### src/rtl/csr_unit.sv
// CSR execution unit: takes one CSR micro-op at a time, sends a single request to the CSR file,
// waits for the old value and hands it to commit through a writeback handshake.
module csr_unit #(
    parameter int unsigned TAG_W = 6
) (
    input  logic             cpu_clock_i,
    input  logic             cpu_reset_n_i,

    input  logic             op_valid_i,
    output logic             op_ready_o,
    input  logic [2:0]       op_funct3_i,
    input  logic [11:0]      op_csr_i,
    input  logic [31:0]      op_rs1_data_i,
    input  logic [4:0]       op_rs1_idx_i,
    input  logic [4:0]       op_rd_idx_i,
    input  logic [TAG_W-1:0] op_tag_i,

    input  logic             flush_i,

    output logic             csr_valid_o,
    output logic             csr_wr_en_o,
    output logic [11:0]      csr_address_o,
    output logic [1:0]       csr_opcode_o,
    output logic [31:0]      csr_data_o,
    input  logic             csr_done_i,
    input  logic             csr_excp_i,
    input  logic [31:0]      csr_rdata_i,

    output logic             wb_valid_o,
    input  logic             wb_ready_i,
    output logic [TAG_W-1:0] wb_tag_o,
    output logic [4:0]       wb_rd_o,
    output logic [31:0]      wb_data_o,
    output logic             wb_we_o,
    output logic             wb_excp_o
);

    typedef enum logic [1:0] {
        StIdle  = 2'd0,
        StIssue = 2'd1,
        StWait  = 2'd2,
        StWb    = 2'd3
    } state_e;

    state_e state_q, state_d;
    logic   kill_q, kill_d;
    logic   accept;
    logic   capture;

    logic [2:0]       funct3_q;
    logic [11:0]      csr_q;
    logic [31:0]      rs1_data_q;
    logic [4:0]       rs1_idx_q;
    logic [4:0]       rd_q;
    logic [TAG_W-1:0] tag_q;
    logic [31:0]      rdata_q;
    logic             excp_q;

    assign op_ready_o = (state_q == StIdle) && !flush_i;
    assign accept     = op_valid_i && op_ready_o;

    always_comb begin
        state_d = state_q;
        kill_d  = kill_q;
        capture = 1'b0;
        unique case (state_q)
            StIdle: begin
                if (accept) begin
                    state_d = StIssue;
                    kill_d  = 1'b0;
                end
            end
            StIssue: begin
                state_d = flush_i ? StIdle : StWait;
            end
            StWait: begin
                if (flush_i) begin
                    kill_d = 1'b1;
                end
                if (csr_done_i) begin
                    // A flush seen at any point in WAIT swallows the response.
                    if (kill_q || flush_i) begin
                        state_d = StIdle;
                        kill_d  = 1'b0;
                    end else begin
                        state_d = StWb;
                        capture = 1'b1;
                    end
                end
            end
            StWb: begin
                if (flush_i || wb_ready_i) begin
                    state_d = StIdle;
                end
            end
            default: begin
                state_d = StIdle;
                kill_d  = 1'b0;
            end
        endcase
    end

    always_ff @(posedge cpu_clock_i or negedge cpu_reset_n_i) begin
        if (!cpu_reset_n_i) begin
            state_q <= StIdle;
            kill_q  <= 1'b0;
        end else begin
            state_q <= state_d;
            kill_q  <= kill_d;
        end
    end

    always_ff @(posedge cpu_clock_i or negedge cpu_reset_n_i) begin
        if (!cpu_reset_n_i) begin
            funct3_q   <= '0;
            csr_q      <= '0;
            rs1_data_q <= '0;
            rs1_idx_q  <= '0;
            rd_q       <= '0;
            tag_q      <= '0;
        end else if (accept) begin
            funct3_q   <= op_funct3_i;
            csr_q      <= op_csr_i;
            rs1_data_q <= op_rs1_data_i;
            rs1_idx_q  <= op_rs1_idx_i;
            rd_q       <= op_rd_idx_i;
            tag_q      <= op_tag_i;
        end
    end

    always_ff @(posedge cpu_clock_i or negedge cpu_reset_n_i) begin
        if (!cpu_reset_n_i) begin
            rdata_q <= '0;
            excp_q  <= 1'b0;
        end else if (capture) begin
            rdata_q <= csr_rdata_i;
            excp_q  <= csr_excp_i;
        end
    end

    // Set/clear with x0 or zimm 0 are pure reads and must not touch the CSR.
    assign csr_valid_o   = (state_q == StIssue) && !flush_i;
    assign csr_address_o = csr_q;
    assign csr_opcode_o  = funct3_q[1:0];
    assign csr_data_o    = funct3_q[2] ? {27'd0, rs1_idx_q} : rs1_data_q;
    assign csr_wr_en_o   = (funct3_q[1:0] == 2'b01) || (rs1_idx_q != 5'd0);

    assign wb_valid_o = (state_q == StWb);
    assign wb_tag_o   = tag_q;
    assign wb_rd_o    = rd_q;
    assign wb_data_o  = excp_q ? 32'd0 : rdata_q;
    assign wb_we_o    = (rd_q != 5'd0) && !excp_q;
    assign wb_excp_o  = excp_q;

endmodule

### config.mk
export PLATFORM = sky130hd
export DESIGN_NAME = csr_unit
export DESIGN_NICKNAME = d
export VERILOG_FILES = /design/src/rtl/csr_unit.sv
export SDC_FILE = /design/constraint.sdc
export NUM_CORES = 1
export LEC_CHECK = 0
export BUFFER_PORTS_ARGS = -buffer_cell sky130_fd_sc_hd__buf_2
export CAP_MARGIN = 40
export CORE_MARGIN = 2
export CORE_UTILIZATION = 45
export DETAILED_ROUTE_END_ITERATION = 12
export PLACE_DENSITY = 0.75
export SETUP_SLACK_MARGIN = 0.1
export SKIP_CTS_REPAIR_TIMING = 1
export SYNTH_ARGS = -nofsm -noshare
export SYNTH_HDL_FRONTEND = slang
export SYNTH_SLANG_ARGS = --single-unit
export TNS_END_PERCENT = 50
### constraint.sdc
create_clock -name cpu_clock_i -period 2.12 [get_ports cpu_clock_i]
set_clock_uncertainty 0.1 [all_clocks]
set_input_delay 0.424 -clock cpu_clock_i [delete_from_list [all_inputs] [get_ports cpu_clock_i]]
set_output_delay 0.424 -clock cpu_clock_i [all_outputs]
set_load 0.005 [all_outputs]
======== Word-level counts from Yosys, hierarchy flattened ========
Index checks and enable logic that the tools add are counted.
word-level totals
  bits in registers ....................... 99
  output and inout bits ................... 95
  logic and storage cells ................. 48
cells by class
  eq/ne operators ......................... 7
  mux-type cells .......................... 16
  reductions and logical operators ........ 15
operators by type and width
  operator            number
  $mux 32             2
  $mux 2              5
  $reduce_bool 5->1   2
  $pmux 2 s4          1
  $mux 1              7
  $eq 2x1->1 const B  2
  $eq 2x2->1 const B  2
  $logic_and 1x1->1   4
  $ne 2x2->1 const B  2
  $logic_or 1x1->1    3
  $reduce_and 3->1    1
  $logic_not 1->1     2
  $logic_not 2->1     1
  $ne 2x1->1 const B  1
  $pmux 1 s2          1
  $reduce_and 2->1    1
  $reduce_bool 2->1   1

======== Longest topological paths before layout ========
Gate-level depths: netlist (run 1).
  depth after elaboration ................. 5
  gate-level depth with buffers ........... 6

======== Worst setup path before layout (run 1) ========
OpenSTA, ideal clock, no wires.
  path type ............................... input -> register
  start ................................... input port flush_i
  end ..................................... register csr_q[0] (netlist: csr_address_o[0])
  library setup time ...................... 0.125 ns
  arrival ................................. 1.491 ns
  slack ................................... 0.404 ns
  cell stages on the path ................. 5
  cell sequence ........................... buf_6 > nor4b_2 > buf_6 > buf_12 > mux2_2
on the way
  word-level cells in the longest chain between the ends .. 3
RTL lines
  element                 line  source
  start: declaration      18    input logic flush_i,
  $logic_not 1->1         59    assign op_ready_o = (state_q == StIdle) && !flush_i;
  $logic_and 1x1->1       59
  $logic_and 1x1->1       60    assign accept = op_valid_i && op_ready_o;
  end signal: assignment  123   csr_q <= op_csr_i;
  end: declaration        51    logic [11:0] csr_q;
Every way passes these cells.
A chain may end at the register's enable or synchronous reset.

======== Worst setup path in the final report (run 1) ========
  start ................................... register excp_q (netlist: wb_excp_o)
  end ..................................... output port wb_data_o[12]
on the way
  word-level cells in the longest chain between the ends .. 1
RTL lines
  element                   line  source
  start: declaration        57    logic excp_q;
  start signal: assignment  137   excp_q <= csr_excp_i;
  $mux 32                   151   assign wb_data_o = excp_q ? 32'd0 : rdata_q;
  end: declaration          33    output logic [31:0] wb_data_o,
Every way passes these cells.

==> metrics.txt, run 1 <==
ys async rst share 100%; ANT cells 0; Critical R2R Capture wb_tag_o[0]; H-Tree Depth 3; Routed Wire Length about 9.4 mm; hold path depth 3; largest net degree at the start of global routing between 50 and 60; Via Count around 3000; post-synthesis net count 407; I/O Pins between 150 and 200; Setup WS post-layout 0.229 ns; Max Slew Vio Count 0; Worst Path Arrival around 1.4 ns; die footprint between 10000 and 15000 um2; logic gate share of total power 38.8%; DR iter-0 viols 80; area grow syn2layout 27.6%; Hold EP funct3_q[1]; vias in the first global route 2936; DP HPWL roughly 7 mm; Period minus WS final 1.89 ns; port bufs just under 200; Inst Count DP around 620; Synth Instances 305; Layout Cells excl Fill 640; RR Startpoint state_q[1]; Syn. warnings 0; design area roughly 5600 um2; Setup Crit Path Kind register to output port; Core ar. slightly below 10000 um2; required time of the critical path between 1.5 and 2 ns; Reg area roughly 2500 um2; PnR Total Power around 6.8 mW; Int Power between 4 and 5 mW; Final setup viols 0; clock buffer depth 2; Hold Path Origin op_funct3_i[1]; Starting Density roughly 46%; sw frac about 31%; fill count ~860; die span in x just over 100 um; flops & latches, synth 99; max_cap viols 0; Routed Antenna Nets 0; crit path max fanout 32; post-synthesis area per instance roughly 14 um2; Register-to-Register Path Depth 3; grt ovf 0; first-pass GRT wire length ~14 mm; Synth cell types 24; status finished, final reports clean; cts bufs inserted 9; Seq/Total Area, Yosys a little under three fifths; worst vdd ir just under 0.6 mV; power density over the cells approximately 1200 nW/um2; Die Y approximately 100 um; # nets final 605; dpl ws between 0.2 and 0.25 ns; Syn Std Cell Area between 4000 and 5000 um2; Lkg Pwr between 2 and 3 nW; Clock power frac ~16%; FF-to-FF setup slack 0.34 ns; number of synthesized flops with an enable pin 0; area of the multi-input gates between 1500 and 2000 um2; Primary FF master, synth dfrtp_1; routed vias/inst between 4 and 5; Min-Delay Path Class input port to register; # DRC 0; initial antenna violation count 0; Core Rows 36; CP endpoint kind output port; Worst-Skew Late Latency about 0.35 ns; Post-DP Area between 5000 and 6000 um2; GPL Wtd Cong between 0.7 and 0.8; final hold vios 0; layout cell share with drive strength beyond 1 a little under two thirds; wire length per cell about 15 um; relative slew slack ~70%; Clock Sinks 99; GRT Overall Usage between 10% and 20%; unrepaired setup endpoints after global routing no; Worst-Margin Slew roughly 0.45 ns; Tcrit/Tclk final 89.2%; Pre-antenna DRT Iters 4; CTS tree built; switching power just over 2 mW; clk root buf clkbuf_8; Seq pwr share between 40 and 50%; setup tns final 0 ns; CP startpoint kind register; Max Fclk roughly 0.53 GHz; clk slew on worst S/H paths about 0.09 ns
-- placed cells by master, fill, tap and decap left out, drive strengths merged, types with 2 or more instances in the layout --
cell,count
buf,205
nand2,3
nor3,2
clkbuf,13
dfrtp,99
nor2b,60
nor3b,2
a21oi,4
inv,2
o21ai,3
mux2,100
nor2,3
-- kinds of logic after synthesis --
group / after synthesis / synth area share (%)
mux: 100 / 26.4
flops: 99 / 56.2
simple gates: 76 / 11.0
buf+inv: 21 / 5.19
compound gates: 9 / 1.19
-- worst max-delay path, stage by stage, from the launching register on --
cell     delay [ns]
dfrtp_1        0.42
buf_4          0.35
nor2b_1        0.09
buf_2          0.14
-- final cells by class --
type / count / share of cell area [%]
clock buffer: 13 / 2.65
clock inverter: 2 / 0.222
inverter: 2 / 0.133
multi-input combinational: 185 / 30.4
sequential: 99 / 44.1
tap: 133 / 2.96
timing repair buffer: 206 / 19.5
-- layer usage --
layer / track usage [%] / vias to the layer above / share of wire (%)
met2: 29.5 / 93 / 51
li1: - / 1430 / -
met4: 9.51 / 0 / 3.0
met1: 21.5 / 1476 / 41
met5: 0 / - / 0
met3: 3.25 / 18 / 4.7
-- flip-flops by register name (all words and copies together), names as in the netlist --
signal         cells
rdata_q           32
rs1_data_q        32
csr_address_o     12
wb_tag_o           6
rs1_idx_q          5
wb_rd_o            5
funct3_q           3
state_q            2
kill_q             1
wb_excp_o          1
-- power by group through the flow --
stage	sequential (mW)	clock, mW	combinational [mW]
6_report	3.08	1.06	2.63
5_1_grt	3.20	1.18	2.90
4_1_cts	3.10	1.10	2.65
3_5_place_dp	3.14	0	2.64
3_3_place_gp	3.09	0	2.58
2_1_floorplan	3.02	0	1.61
-- stage by stage --
stage                     hold WS [ns]  utilization, %
final                            0.191            58.3
after global routing             0.171            58.3
after CTS                      -0.0975            58.2
after detailed placement         0.298            56.5
after global placement           0.295            56.5
after floorplan                 0.0284               -
-- synthesized netlist by cell type (2+ instances only) --
library cell / count / share of area, %
mux2_4: 10 / 3.4
nand2_1: 3 / 0.26
inv_1: 2 / 0.17
nor2b_1: 60 / 8.5
buf_12: 6 / 2.7
nor2_1: 3 / 0.26
clkbuf_8: 3 / 0.94
clkbuf_1: 6 / 0.51
a21oi_1: 4 / 0.45
buf_6: 2 / 0.51
dfrtp_1: 99 / 56
nor3_1: 2 / 0.23
nor3b_1: 2 / 0.34
o21ai_0: 3 / 0.34
buf_4: 2 / 0.34
mux2_2: 90 / 23
-- worst max path at each step --
stage	startpoint	slack (ns)	cells past startpoint	endpoint
floorplan	flush_i	0.40	5	csr_address_o[0]
global placement	flush_i	0.26	4	csr_address_o[7]
detailed placement	flush_i	0.22	4	wb_tag_o[0]
CTS	funct3_q[2]	-0.01	3	csr_data_o[16]
global route	wb_excp_o	0.12	3	wb_data_o[6]
finish	wb_excp_o	0.23	3	wb_data_o[12]
(Power assumes the default switching activity.)
==> inputs of run 2 (changes only) <==
--- a/config.mk
+++ b/config.mk
@@ -8,9 +8,9 @@
 export BUFFER_PORTS_ARGS = -buffer_cell sky130_fd_sc_hd__buf_2
 export CAP_MARGIN = 40
 export CORE_MARGIN = 2
-export CORE_UTILIZATION = 45
+export CORE_UTILIZATION = 50
 export DETAILED_ROUTE_END_ITERATION = 12
-export PLACE_DENSITY = 0.75
+export PLACE_DENSITY = 0.82
 export SETUP_SLACK_MARGIN = 0.1
 export SKIP_CTS_REPAIR_TIMING = 1
 export SYNTH_ARGS = -nofsm -noshare
==> constraint.sdc (replaced) <==
create_clock -name cpu_clock_i -period 2.33 [get_ports cpu_clock_i]
set_clock_uncertainty 0.1 [all_clocks]
set_input_delay 0.466 -clock cpu_clock_i [delete_from_list [all_inputs] [get_ports cpu_clock_i]]
set_output_delay 0.466 -clock cpu_clock_i [all_outputs]
set_load 0.005 [all_outputs]
==> run 2 against run 1 <==
Compared with the run above: first-iteration DRC count is 16% lower; register-to-register slack gained 0.16 ns; cell count down 3.9%; critical path depth shrank 1; routed wire length decreased by 0.66%; worst hold slack better by 0.047 ns; die area down 9.6%; sequential power fell by 8.4%; critical endpoint is now csr_data_o[2].
==> metrics.txt, run 2 (synthesis gave the netlist of run 1 again) <==
PnR Total Power about 6.2 mW; wire length per cell ~15 um; # DRC 0; cts bufs inserted 9; vias in the first global route about 3200; routed vias/inst around 5; max_cap viols 0; GRT Overall Usage ~20%; first-pass GRT wire length around 15 mm; H-Tree Depth 3; final hold vios 0; WHS approximately 0.24 ns; required time of the critical path roughly 1.8 ns; initial antenna violation count 1; Routed Antenna Nets 0; Tcrit/Tclk final between 80% and 90%; crit path max fanout 14; Period minus WS final 1.97 ns; Pre-antenna DRT Iters 4; I/O Pins between 150 and 200; grt ovf 0; area of the multi-input gates roughly 1700 um2; Worst Path Arrival approximately 1.4 ns; DR iter-0 viols 67; CP endpoint kind output port; most frequent cells in the layout buf_2, dfrtp_1, mux2_2; layout cell share with drive strength beyond 1 between 60% and 70%; Starting Density 51.1%; Final setup viols 0; Finished Core Util ~65%; Inst Count DP 597; setup tns final 0 ns; largest net degree at the start of global routing 52; CP startpoint kind register; Clock Sinks slightly below 100; clk root buf clkbuf_8; DP HPWL between 7 and 8 mm; clock buffer depth 2; Max Slew Vio Count 0; Max Fclk between 0.5 and 0.6 GHz; clk slew on worst S/H paths 0.09 ns; Routed Wire Length 9.34 mm; area grow syn2layout 26.9%; Reg area around 2500 um2; die span in x a little under 100 um; Core Rows 34; Via Count ~3000; port bufs approximately 200; most common cell after layout, fill and taps aside buf_2; dpl ws a little over 0.4 ns; die footprint between 9000 and 10000 um2; Core ar. between 8000 and 9000 um2; Min-Delay Path Class input port to register; Worst-Margin Slew 0.472 ns; relative slew slack approximately 70%; Post-DP Area between 5000 and 6000 um2; GPL Wtd Cong between 0.8 and 0.9; unrepaired setup endpoints after global routing no; Layout Cells excl Fill around 600; Die Y about 98 um; design area about 5600 um2; CTS tree built; Setup WS post-layout roughly 0.36 ns; fill count 694; status finished, final reports clean; Lkg Pwr between 2 and 3 nW; worst vdd ir 0.603 mV; Worst-Skew Late Latency 0.33 ns; power density over the cells 1110 nW/um2; # nets final ~600; Setup Crit Path Kind register to output port
## run 2: cell types whose count changed in the layout (fill, tap and decap cells not counted), sizes merged
cell and change:
clkinv +1, diode +1, buf -2
## run 2: critical path, cell delays in order (launching register included)
cell,delay [ns]
dfrtp_2,0.55
mux2_2,0.38
buf_2,0.13
## run 2: final cells by class
class	instances	area share, %
Antenna cell	1	0.0447
Clock buffer	13	3.02
Clock inverter	3	0.380
Inverter	2	0.134
Multi-Input combinational cell	185	30.6
Sequential cell	99	44.3
Tap cell	108	2.41
Timing Repair Buffer	204	19.1
## run 2: path summary, 6_finish.rpt
kind	start	end	slack (ns)	cells after the start
worst max-delay path	funct3_q[2]	csr_data_o[2]	0.36	2
worst min-delay path	op_funct3_i[1]	funct3_q[1]	0.24	3
worst max register to register	state_q[0]	rdata_q[13]	0.50	3
worst min register to register	rdata_q[3]	rdata_q[3]	0.40	1
max in group asynchronous	cpu_reset_n_i	funct3_q[2]	0.99	3
min in group asynchronous	cpu_reset_n_i	wb_tag_o[2]	0.48	2
## run 2: where the power goes
part           internal [mW]  switching, mW  total (mW)
sequential              2.43          0.389        2.82
combinational           1.44          0.939        2.38
clock                  0.478          0.557        1.03
total                   4.35           1.89        6.23
## run 2: routing by layer
layer	global-route usage, %	vias to the layer above	wire length, um
li1	-	1428	-
met5	0	-	0
met3	3.51	13	390
met1	24.1	1487	3690
met4	6.73	0	170
met2	35.7	85	5100
